**config.mk**
```make
export PLATFORM = sky130hd
export DESIGN_NAME = lock_digit_entry_flat
export DESIGN_NICKNAME = d
export VERILOG_FILES = /design/src/rtl/lock_pkg.sv /design/src/rtl/lock_digit_entry_if.sv /design/src/rtl/sync2.sv /design/src/rtl/lock_digit_entry.sv /design/src/flat_wrapper.sv
export SDC_FILE = /design/constraint.sdc
export NUM_CORES = 1
export LEC_CHECK = 0
export ABC_AREA = 1
export BUFFER_PORTS_ARGS = -buffer_cell sky130_fd_sc_hd__buf_2
export CORE_MARGIN = 4
export CORE_UTILIZATION = 52
export CTS_CLUSTER_DIAMETER = 50
export DETAILED_ROUTE_END_ITERATION = 8
export PLACE_DENSITY = 0.82
export SETUP_SLACK_MARGIN = 0.1
export SYNTH_ARGS = -nofsm -noshare
export SYNTH_HDL_FRONTEND = slang
export SYNTH_HIERARCHICAL = 1
export SYNTH_SLANG_ARGS = --single-unit
```
**constraint.sdc**
```tcl
create_clock -name clk -period 1.6 [get_ports clk]
set_clock_uncertainty 0.1 [all_clocks]
set_input_delay 0.24 -clock clk [delete_from_list [all_inputs] [get_ports clk]]
set_output_delay 0.24 -clock clk [all_outputs]
set_load 0.1 [all_outputs]
```
**src/rtl/lock_pkg.sv**
```systemverilog
// Shared types and constants for the combination-lock digit entry stage.
package lock_pkg;

    typedef enum logic [1:0] {
        IDLE,
        PRESS,
        HELD,
        RELEASE
    } entry_state_t;

    localparam int unsigned DIGIT_MAX   = 9;
    localparam int unsigned SEQ_LEN_DEF = 6;
    localparam int unsigned DIGIT_W     = 10;
    localparam int unsigned COUNT_W     = 3;
    localparam int unsigned CNT_W       = 16;

endpackage

```
**src/rtl/lock_digit_entry_if.sv**
```systemverilog
// Digit bus between the entry stage (master) and the lock FSM (slave).
interface lock_digit_entry_if;
    import lock_pkg::*;

    logic [DIGIT_W-1:0] digit_out;
    logic               digit_valid;
    logic               digit_err;
    logic [COUNT_W-1:0] digit_count;
    logic               seq_done;
    logic               clear;

    modport master (
        output digit_out, digit_valid, digit_err, digit_count, seq_done,
        input  clear
    );

    modport slave (
        input  digit_out, digit_valid, digit_err, digit_count, seq_done,
        output clear
    );

endinterface

```
**src/rtl/sync2.sv**
```systemverilog
// Two-flop synchroniser of configurable width and reset value.
module sync2 #(
    parameter int unsigned      WIDTH   = 1,
    parameter logic [WIDTH-1:0] RST_VAL = '0
) (
    input  logic             clk,
    input  logic             rst_n,
    input  logic [WIDTH-1:0] d,
    output logic [WIDTH-1:0] q
);

    logic [WIDTH-1:0] meta;

    always_ff @(posedge clk or negedge rst_n) begin
        if (!rst_n) begin
            meta <= RST_VAL;
            q    <= RST_VAL;
        end else begin
            meta <= d;
            q    <= meta;
        end
    end

endmodule

```
**src/rtl/lock_digit_entry.sv**
```systemverilog
// Synchronises switches and ENTER key, debounces the key and emits one digit strobe per press.
// Optional range check enabled by defining LOCK_DIGIT_RANGE_CHECK_EN.
module lock_digit_entry
    import lock_pkg::*;
#(
    parameter int unsigned DEBOUNCE_CYCLES = 16,
    parameter int unsigned SEQ_LEN         = SEQ_LEN_DEF
) (
    input  logic               clk,
    input  logic               rst_n,
    input  logic [DIGIT_W-1:0] sw_in,
    input  logic               key_n,
    lock_digit_entry_if.master digit
);

    localparam logic [CNT_W-1:0]   CNT_LAST  = CNT_W'(DEBOUNCE_CYCLES - 1);
    localparam logic [COUNT_W-1:0] COUNT_END = COUNT_W'(SEQ_LEN);

    logic               key_s;
    logic [DIGIT_W-1:0] sw_s;

    entry_state_t       state, state_nxt;
    logic [CNT_W-1:0]   cnt, cnt_nxt;
    logic               accept_c;

    logic [DIGIT_W-1:0] out_q;
    logic               valid_q;
    logic [COUNT_W-1:0] count_q;
    logic               done_q;

    sync2 #(.WIDTH(1), .RST_VAL(1'b1)) u_key_sync (
        .clk   (clk),
        .rst_n (rst_n),
        .d     (key_n),
        .q     (key_s)
    );

    sync2 #(.WIDTH(DIGIT_W), .RST_VAL('0)) u_sw_sync (
        .clk   (clk),
        .rst_n (rst_n),
        .d     (sw_in),
        .q     (sw_s)
    );

    always_ff @(posedge clk or negedge rst_n) begin
        if (!rst_n) begin
            state <= IDLE;
            cnt   <= '0;
        end else begin
            state <= state_nxt;
            cnt   <= cnt_nxt;
        end
    end

    // Debounce: a level must hold for DEBOUNCE_CYCLES samples; any glitch restarts the run.
    always_comb begin
        state_nxt = state;
        cnt_nxt   = cnt;
        accept_c  = 1'b0;
        case (state)
            IDLE: begin
                if (!key_s) begin
                    state_nxt = PRESS;
                    cnt_nxt   = CNT_W'(1);
                end
            end
            PRESS: begin
                if (key_s) begin
                    state_nxt = IDLE;
                end else if (cnt == CNT_LAST) begin
                    state_nxt = HELD;
                    accept_c  = 1'b1;
                end else begin
                    cnt_nxt = cnt + CNT_W'(1);
                end
            end
            HELD: begin
                if (key_s) begin
                    state_nxt = RELEASE;
                    cnt_nxt   = CNT_W'(1);
                end
            end
            RELEASE: begin
                if (!key_s) begin
                    state_nxt = HELD;
                    cnt_nxt   = '0;
                end else if (cnt == CNT_LAST) begin
                    state_nxt = IDLE;
                end else begin
                    cnt_nxt = cnt + CNT_W'(1);
                end
            end
            default: state_nxt = IDLE;
        endcase
    end

`ifdef LOCK_DIGIT_RANGE_CHECK_EN
    logic err_q;
    wire  bad_c = (sw_s > DIGIT_W'(DIGIT_MAX));
`else
    wire  bad_c = 1'b0;
`endif

    // Clear beats a coincident accept; a full sequence swallows further presses.
    always_ff @(posedge clk or negedge rst_n) begin
        if (!rst_n) begin
            out_q   <= '0;
            valid_q <= 1'b0;
            count_q <= '0;
            done_q  <= 1'b0;
`ifdef LOCK_DIGIT_RANGE_CHECK_EN
            err_q   <= 1'b0;
`endif
        end else begin
            valid_q <= 1'b0;
`ifdef LOCK_DIGIT_RANGE_CHECK_EN
            err_q   <= 1'b0;
`endif
            if (digit.clear) begin
                count_q <= '0;
                done_q  <= 1'b0;
            end else if (accept_c && !done_q) begin
                out_q   <= sw_s;
                valid_q <= !bad_c;
`ifdef LOCK_DIGIT_RANGE_CHECK_EN
                err_q   <= bad_c;
`endif
                count_q <= count_q + COUNT_W'(1);
                done_q  <= (count_q + COUNT_W'(1)) == COUNT_END;
            end
        end
    end

    assign digit.digit_out   = out_q;
    assign digit.digit_valid = valid_q;
    assign digit.digit_count = count_q;
    assign digit.seq_done    = done_q;
`ifdef LOCK_DIGIT_RANGE_CHECK_EN
    assign digit.digit_err   = err_q;
`else
    assign digit.digit_err   = 1'b0;
`endif

endmodule

```
**src/flat_wrapper.sv**
```systemverilog
// flat-port wrapper written by rule: the top's interface ports become plain ports
module lock_digit_entry_flat import lock_pkg::*;
#(
    parameter int unsigned DEBOUNCE_CYCLES = 16,
    parameter int unsigned SEQ_LEN         = SEQ_LEN_DEF
)
  (clk, rst_n, sw_in, key_n, digit_digit_out, digit_digit_valid, digit_digit_err, digit_digit_count, digit_seq_done, digit_clear);
  lock_digit_entry_if digit_i ();
  input  logic clk;
  input  logic rst_n;
  input  logic [DIGIT_W-1:0] sw_in;
  input  logic key_n;
  output wire logic [$bits(digit_i.digit_out)-1:0] digit_digit_out;
  output wire logic [$bits(digit_i.digit_valid)-1:0] digit_digit_valid;
  output wire logic [$bits(digit_i.digit_err)-1:0] digit_digit_err;
  output wire logic [$bits(digit_i.digit_count)-1:0] digit_digit_count;
  output wire logic [$bits(digit_i.seq_done)-1:0] digit_seq_done;
  input wire logic [$bits(digit_i.clear)-1:0] digit_clear;
  assign digit_digit_out = digit_i.digit_out;
  assign digit_digit_valid = digit_i.digit_valid;
  assign digit_digit_err = digit_i.digit_err;
  assign digit_digit_count = digit_i.digit_count;
  assign digit_seq_done = digit_i.seq_done;
  assign digit_i.clear = digit_clear;
  lock_digit_entry #(.DEBOUNCE_CYCLES(DEBOUNCE_CYCLES), .SEQ_LEN(SEQ_LEN)) u_core (.clk(clk), .rst_n(rst_n), .sw_in(sw_in), .key_n(key_n), .digit(digit_i));
endmodule
```
* Word level (Yosys, flattened, before mapping) *
Cells that the tools add are included.

storage, ports and cells
  register bits = 55
  bits in latches = 0
  memory bits (writable) = 0
  ROM bits = 0
  input port bits = 14
  output and inout bits = 16
  logic and storage cells = 52
  memories kept = 0

operators by class
  $add $sub $neg = 2
  multiply operators = 0
  divide/modulo/power cells = 0
  magnitude comparators = 0
  eq/ne operators = 10
  shift-type cells = 0
  mux-type cells = 22
  bitwise gates (word level) = 1
  reductions and logical operators = 7

operators by type and width
  kind                                                   count
  two-way mux 16 bit                                     5
  case mux 16 bit (4 select lines)                       1
  adder 16 x 1 -> 16 bit, second input constant          1
  equality test 16 x 4 -> 1 bit, second input constant   1
  two-way mux 2 bit                                      6
  case mux 2 bit (4 select lines)                        1
  two-way mux 1 bit                                      7
  two-way mux 3 bit                                      2
  inequality test 2 bit, second input constant           3
  inequality test 3 x 2 -> 1 bit, second input constant  2
  equality test 2 bit, second input constant             2
  AND reduction 4 bit                                    1
  adder 3 x 1 -> 3 bit, second input constant            1
  equality test 3 bit, second input constant             1
  AND reduction 3 bit                                    1
  equality test 2 x 1 -> 1 bit, second input constant    1
  zero test 2 bit                                        1
  AND reduction 2 bit                                    1
  nonzero test 2 bit                                     1
  logical AND 1 bit                                      1
  zero test 1 bit                                        1
  NOT 1 bit                                              1

* Logic depth before layout (Yosys ltp) *
  word-level depth = 7
  mapped depth = 12
  gate-level depth less buffers = 11

* Modules after synthesis *
The synthesis kept the hierarchy.

by module, submodules not included
  module                     instances  cells an instance  area each (µm²)  seq. area each (µm²)
  lock_digit_entry           1          275                1964.4           825.8
  sync2 (u_core.u_sw_sync)   1          20                 500.5            500.5
  sync2 (u_core.u_key_sync)  1          2                  52.6             52.6

* Least setup slack after synthesis *
OpenSTA, ideal clock, no wires.

  kind = register -> register
  start point = reg u_core.count_q[0] (netlist: u_core/digit.digit_count[0])
  end point = reg u_core.done_q (netlist: u_core/digit.seq_done)
  setup time = 0.068 ns
  arrival = 1.560 ns
  path slack = -0.128 ns
  cell stages (with the launch flop) = 5
  path buffers = 0
  path through = dfrtp_1 > ha_1 > xor2_1 > nand4_1 > nand2_1

between the ends
  cells in the longest elaborated chain, start to end = 4

ends and longest elaborated chain
  element                 RTL line                 text
  start, declared         lock_digit_entry.sv:28   logic [COUNT_W-1:0] count_q;
  start signal, assigned  lock_digit_entry.sv:128  count_q <= count_q + COUNT_W'(1);
  adder 3 x 1 -> 3 bit    lock_digit_entry.sv:129  done_q <= (count_q + COUNT_W'(1)) == COUNT_END;
  equality test 3 bit     lock_digit_entry.sv:129
  two-way mux 1 bit       lock_digit_entry.sv:122  end else if (accept_c && !done_q) begin
  two-way mux 1 bit       lock_digit_entry.sv:119  if (digit.clear) begin
  end signal, assigned    lock_digit_entry.sv:110  done_q <= 1'b0;
  end signal, assigned    lock_digit_entry.sv:121  done_q <= 1'b0;
  end signal, assigned    lock_digit_entry.sv:129
  end, declared           lock_digit_entry.sv:29   logic done_q;

Every way passes these cells. The select of a mux whose other input is x is not followed.
A chain may end at the register's enable or synchronous reset.

* Worst setup path after layout *
  start point = reg u_core.cnt[4]
  end point = reg u_core.out_q[2] (netlist: u_core/digit.digit_out[2])

between the ends
  cells in the longest elaborated chain, start to end = 6

ends and longest elaborated chain
  element                               RTL line                 text
  start, declared                       lock_digit_entry.sv:23   logic [CNT_W-1:0] cnt, cnt_nxt;
  start signal, assigned                lock_digit_entry.sv:51   cnt <= cnt_nxt;
  equality test 16 x 4 -> 1 bit         lock_digit_entry.sv:70   end else if (cnt == CNT_LAST) begin
  two-way mux 1 bit                     lock_digit_entry.sv:70
  two-way mux 1 bit                     lock_digit_entry.sv:68   if (key_s) begin
  two-way mux 1 bit                     lock_digit_entry.sv:60   case (state)
  logical AND 1 bit                     lock_digit_entry.sv:122
  AND reduction 2 bit (no source line)  --
  end signal, assigned                  lock_digit_entry.sv:123  out_q <= sw_s;
  end, declared                         lock_digit_entry.sv:26   logic [DIGIT_W-1:0] out_q;

Every way passes these cells.

==> metrics list <==
* Max H-tree Level: 2
- Global routing consumed, over all layers together, 21.3% of the routing resources.
* Post-route ant nets: 0
- Across all setup checks in the final design, the least slack found is -161 ps.
* Failing checks: negative setup slack
- Number of placement rows: 25
- Total Wirelength: 6.48 mm
- Via count of the first global-routing pass: around 2,300
- Across all register-to-register paths, the minimum setup slack is -160 ps.
* Worst Path Required: about 1700 ps
* Antenna violations before repair: 0
- After filler insertion, the fill cell instance count of the layout stands at 297.
- Relative to the synthesized area, the layout overhead comes to 40.6%.
- Ports: 30
- After the last flow step, the layout net total stands at approximately 400.
- Total standard cell area after synthesis: approximately 2500 sq um
- In the routed layout, each cell is associated on average with a via count of ~5.3.
- The root buffer cell chosen for the clock tree is sky130_fd_sc_hd__clkbuf_8.
- Across the VDD grid, the largest voltage drop is 0.743 mV.
- From left edge to right edge, the die measures approximately 78 microns.
- For this design, the sink count on the clock tree is 55.
- Setup violations remaining at the end of the flow were counted as 28.
- Post-synthesis async set-or-reset flop share: 100%
- The worst path in the final design needs a cycle of 1760 ps, including I/O delays and setup.
* Height of the chip: just under 80 microns
- Register bit count reported by yosys: 55
- In this run, the number of DRC markers left after iteration 0 of detailed routing was around 160.
- Fraction of layout instances using a drive strength above 1: 36.1%
* Most used flip-flop cell after synthesis: sky130_fd_sc_hd__dfrtp_1
* Clock insertion delay at the later pin of the skew report: 310 ps
* Number of remaining DRC errors: 0
- Clock tree from TritonCTS: built
- In this run the standard cell core region covers about 4700 sq um.
- Slew Limit Fails: 0
- Leaving out fill and tap cells, the most frequent cells in the layout are sky130_fd_sc_hd__nand2_1 (61), sky130_fd_sc_hd__inv_1 (54), sky130_fd_sc_hd__dfrtp_1 (50).
- The worst setup path is captured at a flip-flop.
* Largest net degree at the start of global routing: 22
- When the netlist entered floorplanning its net count stood at between 300 and 400.
- Dividing the detail-routed wire length by the instance count gives around 15 microns.
- Total congestion overflow after global routing: 0
- Total power for the finished layout comes to 3.73 mW.
- Maximum buffer depth of the clock tree: 2
* Wire length of the first global-routing pass: roughly 10 mm
- Layout Utilization: roughly three quarters
- PortBufs: 28
* Final number of hold-violating endpoints: 0
- Setup repair after global routing could not meet its margin everywhere.
- TritonCTS Buffers: 5
- First-pass iteration count of the detailed router: 5
* Final worst path period share: 110%
* Run status: finished, violations left
- The final route contains about 2,300 vias.
* Number of antenna cells inserted: 0
* Post-Synthesis Cells: a little under 300
* Die Area: 6020 sq um
- STA classifies the critical path startpoint as a flip-flop.
- Count of maximum capacitance violations: 0
- Peak clock frequency supported by timing: between 0.5 and 0.6 GHz
- Power density over the cells: ~1100 nW/um^2
* Number of flops mapped to enable cells by yosys: 0
- In this run the worst hold path is classified as primary input to flip-flop.
- Worst-path fanout max: 8
- Total Neg Setup Slack: -2560 ps
- The wire-length estimate of the detail-placed layout is ~3.8 mm.
- Static leakage: between 1.5 and 2 nW
- At the end of routability-driven placement, the weighted congestion stood at 0.847.
- Arrival time reported for the critical path endpoint: 1870 ps
* Synth Warn #: 6
- Leaving out fill and tap cells, the most frequent cell in the layout is sky130_fd_sc_hd__nand2_1.
- Averaged over all synthesized cells, the footprint is approximately 8.5 sq um.
- Effective utilization at floorplan: 53.7%
- Clk slew on worst S/H paths: 100 ps
* Proportion of synthesized chip area in sequential cells: a little over half
- Distinct cell type count of the synthesized netlist: 32
- Critical path class: flip-flop to flip-flop
## synthesized netlist by cell type (2+ instances only)
| master | instances | area (sq um) |
|---|---|---|
| sky130_fd_sc_hd__nand3b_1 | 2 | 15.0 |
| sky130_fd_sc_hd__nand4_1 | 6 | 37.5 |
| sky130_fd_sc_hd__xor2_1 | 2 | 17.5 |
| sky130_fd_sc_hd__o21ai_1 | 2 | 10.0 |
| sky130_fd_sc_hd__nor3_1 | 5 | 25.0 |
| sky130_fd_sc_hd__dfstp_2 | 2 | 52.6 |
| sky130_fd_sc_hd__nand3_1 | 28 | 140 |
| sky130_fd_sc_hd__nand2_1 | 67 | 251 |
| sky130_fd_sc_hd__nand2_2 | 3 | 18.8 |
| sky130_fd_sc_hd__buf_6 | 2 | 22.5 |
| sky130_fd_sc_hd__inv_1 | 56 | 210 |
| sky130_fd_sc_hd__dfrtp_1 | 53 | 1330 |
| sky130_fd_sc_hd__nor2_1 | 30 | 113 |
| sky130_fd_sc_hd__nor2_2 | 2 | 12.5 |
| sky130_fd_sc_hd__a21oi_1 | 7 | 35.0 |
| sky130_fd_sc_hd__inv_2 | 4 | 15.0 |
| sky130_fd_sc_hd__ha_1 | 3 | 37.5 |
| sky130_fd_sc_hd__o21ai_0 | 9 | 45.0 |
## worst max-delay path, cell delays in order (launching register included)
cell and delay (ps):
sky130_fd_sc_hd__dfrtp_1 430, sky130_fd_sc_hd__nor2_1 190, sky130_fd_sc_hd__nand3_2 150, sky130_fd_sc_hd__nor2_4 160, sky130_fd_sc_hd__nand2_4 80, sky130_fd_sc_hd__nor3_4 210
sky130_fd_sc_hd__buf_6 160, sky130_fd_sc_hd__nand3_1 80, sky130_fd_sc_hd__nand2_1 70, sky130_fd_sc_hd__inv_1 40
## through the flow
step | cells | hold slack (ps) | instance area, sq um | setup slack, ps
2_1_floorplan | 297 | -156 | 2560 | -78.8
5_1_grt | 439 | 18.1 | 3540 | -276
4_1_cts | 433 | 18.8 | 3340 | -99.7
3_3_place_gp | 402 | 117 | 2960 | -62.7
6_report | 439 | 32.7 | 3540 | -161
3_5_place_dp | 402 | 131 | 2960 | -130
## area by class of cell
| type | count | area [sq um] | area share, % |
|---|---|---|---|
| flip-flops and latches | 55 | 1380 | 39.1 |
| multi-input cells | 178 | 1110 | 31.3 |
| repair buffers | 83 | 653 | 18.5 |
| inverters | 61 | 236 | 6.68 |
| clock buffers | 5 | 68.8 | 1.94 |
| well taps | 54 | 67.6 | 1.91 |
| clock inverters | 3 | 22.5 | 0.636 |
## path summary, 6_finish.rpt
check,start,to,cells after the start
setup / recovery,u_core/cnt[4],u_core/digit.digit_out[2],9
max in group asynchronous,rst_n,u_core/digit.digit_out[1],3
hold reg to reg,u_core/u_sw_sync/meta[6],u_core/u_sw_sync/q[6],0
setup reg to reg,u_core/cnt[4],u_core/digit.digit_out[2],9
min in group asynchronous,rst_n,u_core/u_sw_sync/q[5],2
hold / removal,digit_clear,u_core/digit.digit_valid,2
## power by group
| group | leakage (nW) | switching [mW] | internal [mW] |
|---|---|---|---|
| combinational | 1.13 | 0.800 | 0.521 |
| clock | 0.0485 | 0.471 | 0.315 |
| sequential | 0.650 | 0.114 | 1.51 |
## kinds of logic (layout without fill, tap and decap cells)
logic type / count (synthesis) / after routing / share of synthesized area (%)
compound gates: 22 / 23 / 4.82
xor+xnor: 2 / 2 / 0.696
fa+ha+maj: 3 / 3 / 1.49
buf+inv: 65 / 152 / 10.6
flops: 55 / 55 / 54.8
other cells: 1 / 1 / 0.149
simple gates: 149 / 149 / 27.5
## timing repair
item                                    4_1_cts  5_1_grt
gates resized for setup                      23       45
cloned                                        2        0
setup buffers                                10        8
hold buffers                                 12        0
pin swaps                                     8       19
endpoints found under the setup margin       33       38
endpoints found under the hold margin        25        0
## registers in the layout, indices dropped and copies added, names as in the netlist, named ones only
signal and flops:
u_core/u_key_sync/q 1, u_core/digit.digit_out 10, u_core/digit.seq_done 1, u_core/cnt 16
u_core/digit.digit_valid 1, u_core/digit.digit_count 3, u_core/u_sw_sync/meta 10, u_core/u_key_sync/meta 1
u_core/u_sw_sync/q 10, u_core/state 1
## metal layers
| metal | part of all wire, % | global-route usage [%] |
|---|---|---|
| met1 | 40 | 26.4 |
| met2 | 52 | 36.6 |
| met3 | 5.5 | 4.41 |
| met4 | 2.6 | 7.65 |
| met5 | 0 | 0 |
Power figures use the tool's default switching activity.
